**src/rtl/gps_nco_pkg.sv**
```systemverilog
// gps_nco_pkg: shared widths and FSM state type for the
// time-multiplexed GPS carrier NCO scheduler.
package gps_nco_pkg;

    localparam int FREQ_W    = 62;
    localparam int ACC_W     = 63;
    localparam int PHASE_MSB = 62;
    localparam int PHASE_LSB = 59;

    typedef enum logic {
        IDLE,
        SWEEP
    } state_e;

endpackage

```
**src/rtl/gps_carr_acc_bank.sv**
```systemverilog
// gps_carr_acc_bank: per-channel acc/freq/en register file, one
// shared phase adder and the registered result port.
// Ports: cfg_* write port, slot_vld_i/slot_i from the scheduler,
// out_* registered result of the slot executed last cycle.
import gps_nco_pkg::*;

module gps_carr_acc_bank #(
    parameter int NUM_CH = 4,
    parameter int CH_W   = $clog2(NUM_CH)
) (
    input  logic              clk,
    input  logic              rst,
    input  logic              cfg_we_i,
    input  logic [CH_W-1:0]   cfg_ch_i,
    input  logic [FREQ_W-1:0] cfg_freq_i,
    input  logic [ACC_W-1:0]  cfg_phase_i,
    input  logic              cfg_load_i,
    input  logic              cfg_en_i,
    input  logic              slot_vld_i,
    input  logic [CH_W-1:0]   slot_i,
    output logic              out_valid_o,
    output logic [CH_W-1:0]   out_ch_o,
    output logic [3:0]        out_phase_o,
    output logic [63:0]       out_acc_o
);

    logic [ACC_W-1:0]  acc_q  [NUM_CH];
    logic [FREQ_W-1:0] freq_q [NUM_CH];
    logic [NUM_CH-1:0] en_q;

    logic              out_valid_q;
    logic [CH_W-1:0]   out_ch_q;
    logic [ACC_W-1:0]  out_acc_q;
    logic [ACC_W-1:0]  sum_d;

    // 63-bit sum: carry out of bit 62 is dropped, so phase wraps silently.
    assign sum_d = acc_q[slot_i] + {1'b0, freq_q[slot_i]};

    always_ff @(posedge clk) begin
        if (!rst) begin
            for (int i = 0; i < NUM_CH; i++) begin
                acc_q[i]  <= '0;
                freq_q[i] <= '0;
            end
            en_q        <= '0;
            out_valid_q <= 1'b0;
            out_ch_q    <= '0;
            out_acc_q   <= '0;
        end else begin
            out_valid_q <= 1'b0;
            if (cfg_we_i) begin
                freq_q[cfg_ch_i] <= cfg_freq_i;
                en_q[cfg_ch_i]   <= cfg_en_i;
                if (cfg_load_i) begin
                    acc_q[cfg_ch_i] <= cfg_phase_i;
                end
            end
            // Disabled slots still burn their cycle but leave no trace.
            if (slot_vld_i && en_q[slot_i]) begin
                acc_q[slot_i] <= sum_d;
                out_valid_q   <= 1'b1;
                out_ch_q      <= slot_i;
                out_acc_q     <= sum_d;
            end
        end
    end

    assign out_valid_o = out_valid_q;
    assign out_ch_o    = out_ch_q;
    assign out_acc_o   = {1'b0, out_acc_q};
    assign out_phase_o = out_acc_q[PHASE_MSB:PHASE_LSB];

endmodule

```
**src/rtl/gps_carr_nco_sched.sv**
```systemverilog
// gps_carr_nco_sched: sweeps NUM_CH carrier NCO slots through one
// shared accumulator on every sample strobe.
// Ports: samp_stb starts a sweep; cfg_* valid/ready channel config;
// out_* per-slot result; busy/sweep_done/overrun status.
import gps_nco_pkg::*;

module gps_carr_nco_sched #(
    parameter int NUM_CH = 4,
    parameter int CH_W   = $clog2(NUM_CH)
) (
    input  logic              clk,
    input  logic              rst,
    input  logic              samp_stb,
    input  logic              cfg_valid,
    output logic              cfg_ready,
    input  logic [CH_W-1:0]   cfg_ch,
    input  logic [FREQ_W-1:0] cfg_freq,
    input  logic [ACC_W-1:0]  cfg_phase,
    input  logic              cfg_load_phase,
    input  logic              cfg_en,
    output logic              out_valid,
    output logic [CH_W-1:0]   out_ch,
    output logic [3:0]        out_phase,
    output logic [63:0]       out_acc,
    output logic              busy,
    output logic              sweep_done,
    output logic              overrun
);

    localparam logic [CH_W-1:0] LAST = CH_W'(NUM_CH - 1);

    state_e          state_q;
    logic [CH_W-1:0] slot_q;
    logic            done_q;
    logic            overrun_q;
    logic            cfg_we;

    always_ff @(posedge clk) begin
        if (!rst) begin
            state_q   <= IDLE;
            slot_q    <= '0;
            done_q    <= 1'b0;
            overrun_q <= 1'b0;
        end else begin
            done_q <= 1'b0;
            unique case (state_q)
                IDLE: begin
                    if (samp_stb) begin
                        state_q <= SWEEP;
                        slot_q  <= '0;
                    end
                end
                SWEEP: begin
                    // Strobes inside a sweep are dropped, not queued.
                    if (samp_stb) begin
                        overrun_q <= 1'b1;
                    end
                    slot_q <= slot_q + CH_W'(1);
                    if (slot_q == LAST) begin
                        state_q <= IDLE;
                        done_q  <= 1'b1;
                    end
                end
            endcase
        end
    end

    assign cfg_ready  = rst && (state_q == IDLE);
    assign cfg_we     = cfg_valid && cfg_ready;
    assign busy       = (state_q == SWEEP);
    assign sweep_done = done_q;
    assign overrun    = overrun_q;

    gps_carr_acc_bank #(
        .NUM_CH (NUM_CH),
        .CH_W   (CH_W)
    ) u_bank (
        .clk         (clk),
        .rst         (rst),
        .cfg_we_i    (cfg_we),
        .cfg_ch_i    (cfg_ch),
        .cfg_freq_i  (cfg_freq),
        .cfg_phase_i (cfg_phase),
        .cfg_load_i  (cfg_load_phase),
        .cfg_en_i    (cfg_en),
        .slot_vld_i  (busy),
        .slot_i      (slot_q),
        .out_valid_o (out_valid),
        .out_ch_o    (out_ch),
        .out_phase_o (out_phase),
        .out_acc_o   (out_acc)
    );

endmodule

```
**config.mk**
```make
export PLATFORM = sky130hd
export DESIGN_NAME = gps_carr_nco_sched
export DESIGN_NICKNAME = d
export VERILOG_FILES = /design/src/rtl/gps_nco_pkg.sv /design/src/rtl/gps_carr_acc_bank.sv /design/src/rtl/gps_carr_nco_sched.sv
export SDC_FILE = /design/constraint.sdc
export NUM_CORES = 1
export LEC_CHECK = 0
export CAP_MARGIN = 20
export CORE_UTILIZATION = 35
export DETAILED_ROUTE_END_ITERATION = 8
export GPL_TIMING_DRIVEN = 0
export PLACE_DENSITY = 0.51
export SLEW_MARGIN = 10
export SYNTH_ARGS = -nofsm -noshare
export SYNTH_HDL_FRONTEND = slang
export SYNTH_SLANG_ARGS = --single-unit
```
**constraint.sdc**
```tcl
create_clock -name clk -period 10.7 [get_ports clk]
set_input_delay 3.21 -clock clk [delete_from_list [all_inputs] [get_ports clk]]
set_output_delay 3.21 -clock clk [all_outputs]
set_load 0.01 [all_outputs]
```
==> reports/summary.txt, run 1 <==
HP Start = u_bank.out_acc_q[37]
DRC viols = 0
Number of synthesized flops with an enable pin = 500
Finished Layout Cells = 3,737
CTS tree = done
Critical path peak fanout = 10
Hold Path Class = reg2reg
Total grt overflow = 0
Worst hold stages = 2
Clock buffer depth = 3
Resized cells post-CTS = 0
ANT nets after route = 0
CP delay by family, top = buffers and inverters
First-pass GRT wire length = 145,000 microns
Die area = 0.0835 sq mm
Post-place setup slack = 1.84 ns
CTS sink count = 577
TritonRoute pass-1 iters = 6
Hold-fix buffers, CTS = 0
FP Rows = 104
Io pins = 208
Area delta synth->final = 21.2%
Fillers = 7,569
CP max stage delay = 0.65 ns
Final setup fails = 0
Reg2reg path depth = 16
Avg WL per Cell = 27.1 microns
Vias per cell = 5.69
Synth top area cells = edfxtp_1, mux4_2, dfxtp_1
Skew final = 0.0215 ns
Gr usage total = 24.2%
Max-Cap Viols = 0
Routed via count = 21,300
Fin Hold WS = 0.448 ns
Flop2flop setup slack = 3.93 ns
Starting Density = 35.6%
Crit path buffers/inverters = 4
Cell taking the most area after synthesis = edfxtp_1
Setup Fix Bufs, Post-CTS = 0
Post-synth ARST share = 0%
Drt initial violations = 2,169
Commonest non-fill, non-tap cell in the layout = edfxtp_1
Final wirelength = 101,000 microns
Inst Count DP = 3,607
Slowest-stage cell, CP = clkdlybuf4s50_1
Synthesized cell area = 0.0288 sq mm
Setup CP Type = in2out
Max IR drop VDD = 0.0000880 V
Critical path required time = 7.49 ns
Sequential area share after synthesis = 57.5%
Commonest non-fill, non-tap cells in the layout = edfxtp_1, clkdlybuf4s50_1, and2_1
Vias in the first global route = 21,300
Avg Inst Size Synth = 12.4 sq um
CP Launch Type = primary input
Cell chain of the critical path = clkdlybuf4s50_1 -> nor2b_1 -> clkbuf_2 -> clkbuf_1 -> clkdlybuf4s50_1
Syn nets = 2,517
Largest net degree at the start of global routing = 36
Top cell type's share of synthesized area = 52.1%
#FFs+latches synth = 577
CORE AREA = 0.0809 sq mm
Synth cell types = 81
Final nets = 2,816
Syn Inst Count = 2,320
Root Driver = clkbuf_16
Layout cells sized above 1 = 11.6%
Clk_lat worst skew = 0.62 ns
Fin. max-slew vios = 0
IO Port Bufs = 204
Period Utilization, post-route = 82.8%
Reg clk slew, reported paths = 0.05 ns
Unrepaired setup endpoints after global routing = false
Worst Max-Slew Pin Slew = 1.23 ns
Worst Path Arrival = 5.65 ns
Final setup margin = 1.84 ns
PD cells = 161 mW/mm^2
H-tree level count = 3
Slew HR = 18.0%
Die width = 289 microns
Leakage Power = 12.8 nW
Status = finished, final reports clean
Crit. End Element = primary output
Final Critical Period = 8.86 ns
Initial antenna violation count = 6
Fin. Hold Viols = 0
Placer congestion estimate = 0.930
Max Fclk = 0.113 GHz
Top FF cell, synth = edfxtp_1
Synth warn = 0
DIE HEIGHT = 289 microns
CP Depth = 5
DP Wirelength = 73,400 microns
WHS Endpoint = u_bank.out_acc_q[37]
Worst reg2reg path endpoint = u_bank.acc_q[1][44]
CTS Buf Count = 68
CP dominant cell by count = clkdlybuf4s50_1
-- sequential cells by signal, indices dropped and copies added, names as in the netlist, named ones only --
register            cells
u_bank.en_q             4
busy                    1
u_bank.out_ch_o         2
u_bank.out_acc_q       63
overrun                 1
u_bank.acc_q          252
u_bank.out_valid_o      1
slot_q                  2
u_bank.freq_q         248
sweep_done              1
-- logic make-up after synthesis --
logic type               Yosys count  share of synthesized area (%)
multiplexers                     149                           10.7
AND/OR/NAND/NOR                  811                           14.3
flip-flops                       577                           57.5
buffers and inverters            218                           3.04
XOR/XNOR                          33                           1.00
AO/OA/AOI/OAI                    467                           10.7
adder cells (fa/ha/maj)           64                           2.81
other                              1                         0.0130
-- Yosys cell counts, drive strengths merged, types with 5 or more instances --
master  number
a31oi       24
edfxtp     500
dfxtp       77
inv         56
a21boi      20
and2       201
nand2      178
a21o        24
o22ai       16
a221oi      13
nand3       30
xor2         7
a21oi      140
nor2       186
and3        82
xnor2       26
ha          63
mux4       126
a22o        22
nand4       36
a311oi       5
o211ai      12
o21a        20
nor2b       14
buf         56
nor3        43
a211oi       8
o21ai       72
o211a        5
a22oi       28
clkbuf     106
o31ai       11
mux2i       21
nand2b       8
or3         12
o21bai      11
-- layer usage --
layer  routed length (microns)  global-route usage [%]  up-vias  part of all wire (%)
li1                          -                       -     9424                     -
met3                      6850                    3.13      159                   6.8
met4                      3060                    8.07        2                   3.0
met2                     47600                    39.4      857                    47
met5                        11                       0        -                 0.011
met1                     43700                    33.5    10800                    43
-- cell type report --
| type | count | area, sq um | share of cell area (%) |
|---|---|---|---|
| repair buffers | 229 | 2500 | 7.17 |
| well taps | 1060 | 1330 | 3.80 |
| clock buffers | 109 | 1980 | 5.67 |
| plain buffers | 162 | 669 | 1.92 |
| flip-flops and latches | 577 | 16600 | 47.4 |
| diodes | 2 | 5.00 | 0.0143 |
| multi-input cells | 1525 | 11500 | 32.9 |
| clock inverters | 17 | 203 | 0.580 |
| inverters | 56 | 210 | 0.602 |
-- per-stage QoR --
| stage | power [mW] | utilization, % | area [sq um] | TNS [ns] |
|---|---|---|---|---|
| floorplan | 3.06 | - | 28800 | 0 |
| global placement | 3.38 | 39.8 | 32200 | -977.78 |
| detailed placement | 3.39 | 40.4 | 32700 | 0 |
| CTS | 5.67 | 43.1 | 34900 | 0 |
| global route | 5.82 | 43.2 | 34900 | 0 |
| finish | 5.64 | 43.2 | 34900 | 0 |
-- worst max path at each step --
stage | start | end | slack, ns
floorplan | cfg_valid | u_bank.acc_q[3][0] | 1.16
global placement | cfg_valid | u_bank.acc_q[3][38] | -5.88
detailed placement | rst | cfg_ready | 1.84
CTS | rst | cfg_ready | 1.83
global route | rst | cfg_ready | 1.75
finish | rst | cfg_ready | 1.84
-- report_power, final --
| group | leakage (nW) | switching [mW] | internal, mW |
|---|---|---|---|
| registers | 5.81 | 0.0245 | 2.54 |
| clock network | 1.05 | 0.938 | 1.35 |
| logic | 5.90 | 0.504 | 0.278 |
-- worst reg2reg max path: stages, from the launching register on --
cell and delay [ns]:
dfxtp_1 0.30, clkbuf_1 0.53, clkbuf_1 0.53, buf_8 0.24, buf_1 0.76, mux4_2 0.62, ha_1 0.26, fa_1 0.40
a21o_1 0.21, a221o_1 0.40, a31oi_4 0.36, o21ai_2 0.18, a311oi_2 0.62, and2_1 0.21, buf_2 0.24, mux2i_1 0.48
a21oi_1 0.14
Power figures use the tool's default switching activity.
==> run 2: changes to the inputs <==
==> constraint.sdc (replaced) <==
create_clock -name clk -period 9 [get_ports clk]
set_input_delay 2.7 -clock clk [delete_from_list [all_inputs] [get_ports clk]]
set_output_delay 2.7 -clock clk [all_outputs]
set_load 0.01 [all_outputs]
==> run 2 against run 1 <==
Via count is 1.0% lower. Die area stayed put. Core utilization is 0.20 points higher. Sequential cell count stayed put. Clock skew is 0.0038 ns higher. Largest power group unchanged. Count of clock-buffer cells in the layout is 12 lower. Combinational power is 19% higher. Sequential share of layout area is 0.22 points lower. Global-route usage hardly changed. Clock power is 28% higher. Design area is 0.47% higher.
==> reports/summary.txt, run 2 (synthesis gave the netlist of run 1 again) <==
Initial antenna violation count = 3 (-3)
Final wirelength = 101,000 microns (-0.21%)
CORE AREA = 0.0809 sq mm (unchanged)
Max Fclk = 0.127 GHz
Placed inst area = 0.0327 sq mm (-0.11%)
Clock buffer depth = 3 (unchanged)
Largest Register = u_bank.acc_q
Total grt overflow = 0 (unchanged)
Fillers = 7,504 (-0.86%)
Resized cells post-CTS = 0 (unchanged)
Reg clk slew, reported paths = 0.05 ns (about the same)
Slew HR = 19.2% (+1.2 points)
TritonRoute pass-1 iters = 6 (unchanged)
DRC viols = 0 (unchanged)
Final nets = 2,816 (unchanged)
Layout cells sized above 1 = 12.3% (+0.75 points)
Die area = 0.0835 sq mm (unchanged)
Die width = 289 microns (unchanged)
Io pins = 208 (unchanged)
Final setup fails = 0 (unchanged)
Design area = 0.0351 sq mm (+0.47%)
Max reg flops = 252 (unchanged)
Root Driver = clkbuf_16
Setup TNS = 0 ns (unchanged)
CTS Buf Count = 70 (+2.9%)
CTS tree = done
Starting Density = 35.6% (unchanged)
Biggest regs = u_bank.acc_q (252), u_bank.freq_q (248), u_bank.out_acc_q (63)
Vias in the first global route = 21,200 (-0.35%)
Critical path peak fanout = 10 (unchanged)
Fin. max-slew vios = 0 (unchanged)
FP Rows = 104 (unchanged)
Max-Cap Viols = 0 (unchanged)
Register Area = 0.0166 sq mm (unchanged)
Fin. Hold Viols = 0 (unchanged)
Clk_lat worst skew = 0.62 ns (about the same)
Worst setup path start = rst
Flop2flop setup slack = 2.24 ns (-1.69 ns)
Design Power = 6.90 mW (+22%)
Drt initial violations = 1,999 (-7.8%)
Critical path required time = 6.30 ns (-1.19 ns)
Multi-input logic area = 0.0115 sq mm (unchanged)
CP Launch Type = primary input
Skew final = 0.0254 ns (+0.00383 ns)
DP Wirelength = 73,400 microns (about the same)
Period Utilization, post-route = 87.5%
Crit. End Element = primary output
Area delta synth->final = 21.8%
DIE HEIGHT = 289 microns (unchanged)
Final Critical Period = 7.88 ns
Leakage Power = 12.9 nW (+0.93%)
Hold Path Class = reg2reg
Commonest non-fill, non-tap cell in the layout = edfxtp_1
Routed via count = 21,000 (-1.0%)
Finished Layout Cells = 3,736 (-0.027%)
ANT nets after route = 0 (unchanged)
HP Start = u_bank.out_acc_q[37]
First-pass GRT wire length = 145,000 microns (-0.22%)
Worst Max-Slew Pin Slew = 1.21 ns (-0.0184 ns)
Setup CP Type = in2out
Commonest non-fill, non-tap cells in the layout = edfxtp_1, clkdlybuf4s50_1, and2_1
Hold-fix buffers, CTS = 0 (unchanged)
Unrepaired setup endpoints after global routing = false
Gr usage total = 24.2% (-0.050 points)
Avg WL per Cell = 27.0 microns (-0.18%)
Max IR drop VDD = 0.000129 V (+46%)
Status = finished, final reports clean
H-tree level count = 3 (unchanged)
Vias per cell = 5.63 (-1.0%)
CTS sink count = 577 (unchanged)
Placer congestion estimate = 0.927 (-0.35%)
Worst Path Arrival = 5.18 ns (-0.47 ns)
Setup Fix Bufs, Post-CTS = 0 (unchanged)
IO Port Bufs = 204 (unchanged)
PD cells = 197 mW/mm^2 (+22%)
Inst Count DP = 3,604 (-0.083%)
Largest net degree at the start of global routing = 41 (+14%)
run 2: cell count changes in the layout (fill, tap and decap cells not counted), moves of 3 or more:
cell and change:
buf_8 -3, bufinv_16 +3, buf_12 -3, clkinv_2 +10
clkbuf_1 -22, inv_6 -3, clkbuf_8 +7
run 2: path summary, 6_finish.rpt:
path,depth (start not counted),end
max,5,cfg_ready
min,2,u_bank.out_acc_q[37]
max reg2reg,15,u_bank.acc_q[1][44]
min reg2reg,2,u_bank.out_acc_q[37]
run 2: per-stage QoR:
step	util [%]	setup WS [ns]	hold WS (ns)
6_report	43.4	1.12	0.450
5_1_grt	43.4	1.15	0.455
4_1_cts	43.3	1.17	0.452
3_5_place_dp	40.4	1.17	0.440
3_3_place_gp	39.8	-5.68	0.442
2_1_floorplan	-	0.797	0.467
run 2: area by class of cell:
type	instances	area share [%]
sequential	577	47.2
multi-input combinational	1525	32.7
timing repair buffer	227	7.03
clock buffer	97	5.83
tap	1060	3.78
buffer	162	1.91
clock inverter	31	0.966
inverter	56	0.599
antenna	1	0.00713
run 2: critical path, cell delays in order:
cell and delay (ns):
clkdlybuf4s50_1 0.61, nor2b_1 0.20, clkbuf_2 0.54, clkbuf_1 0.48, clkdlybuf4s50_1 0.64
run 2: where the power goes:
| group | switching, mW | internal [mW] | leakage (nW) |
|---|---|---|---|
| Clock | 1.15 | 1.77 | 1.18 |
| Sequential | 0.0288 | 3.02 | 5.81 |
| Combinational | 0.599 | 0.329 | 5.89 |
run 2: metal layers:
layer / vias up / track usage [%] / part of all wire, %
met5: - / 0 / 0.021
met4: 4 / 7.72 / 2.8
met3: 138 / 3.72 / 6.6
met2: 799 / 39.7 / 48
met1: 10700 / 32.8 / 43
li1: 9393 / - / -
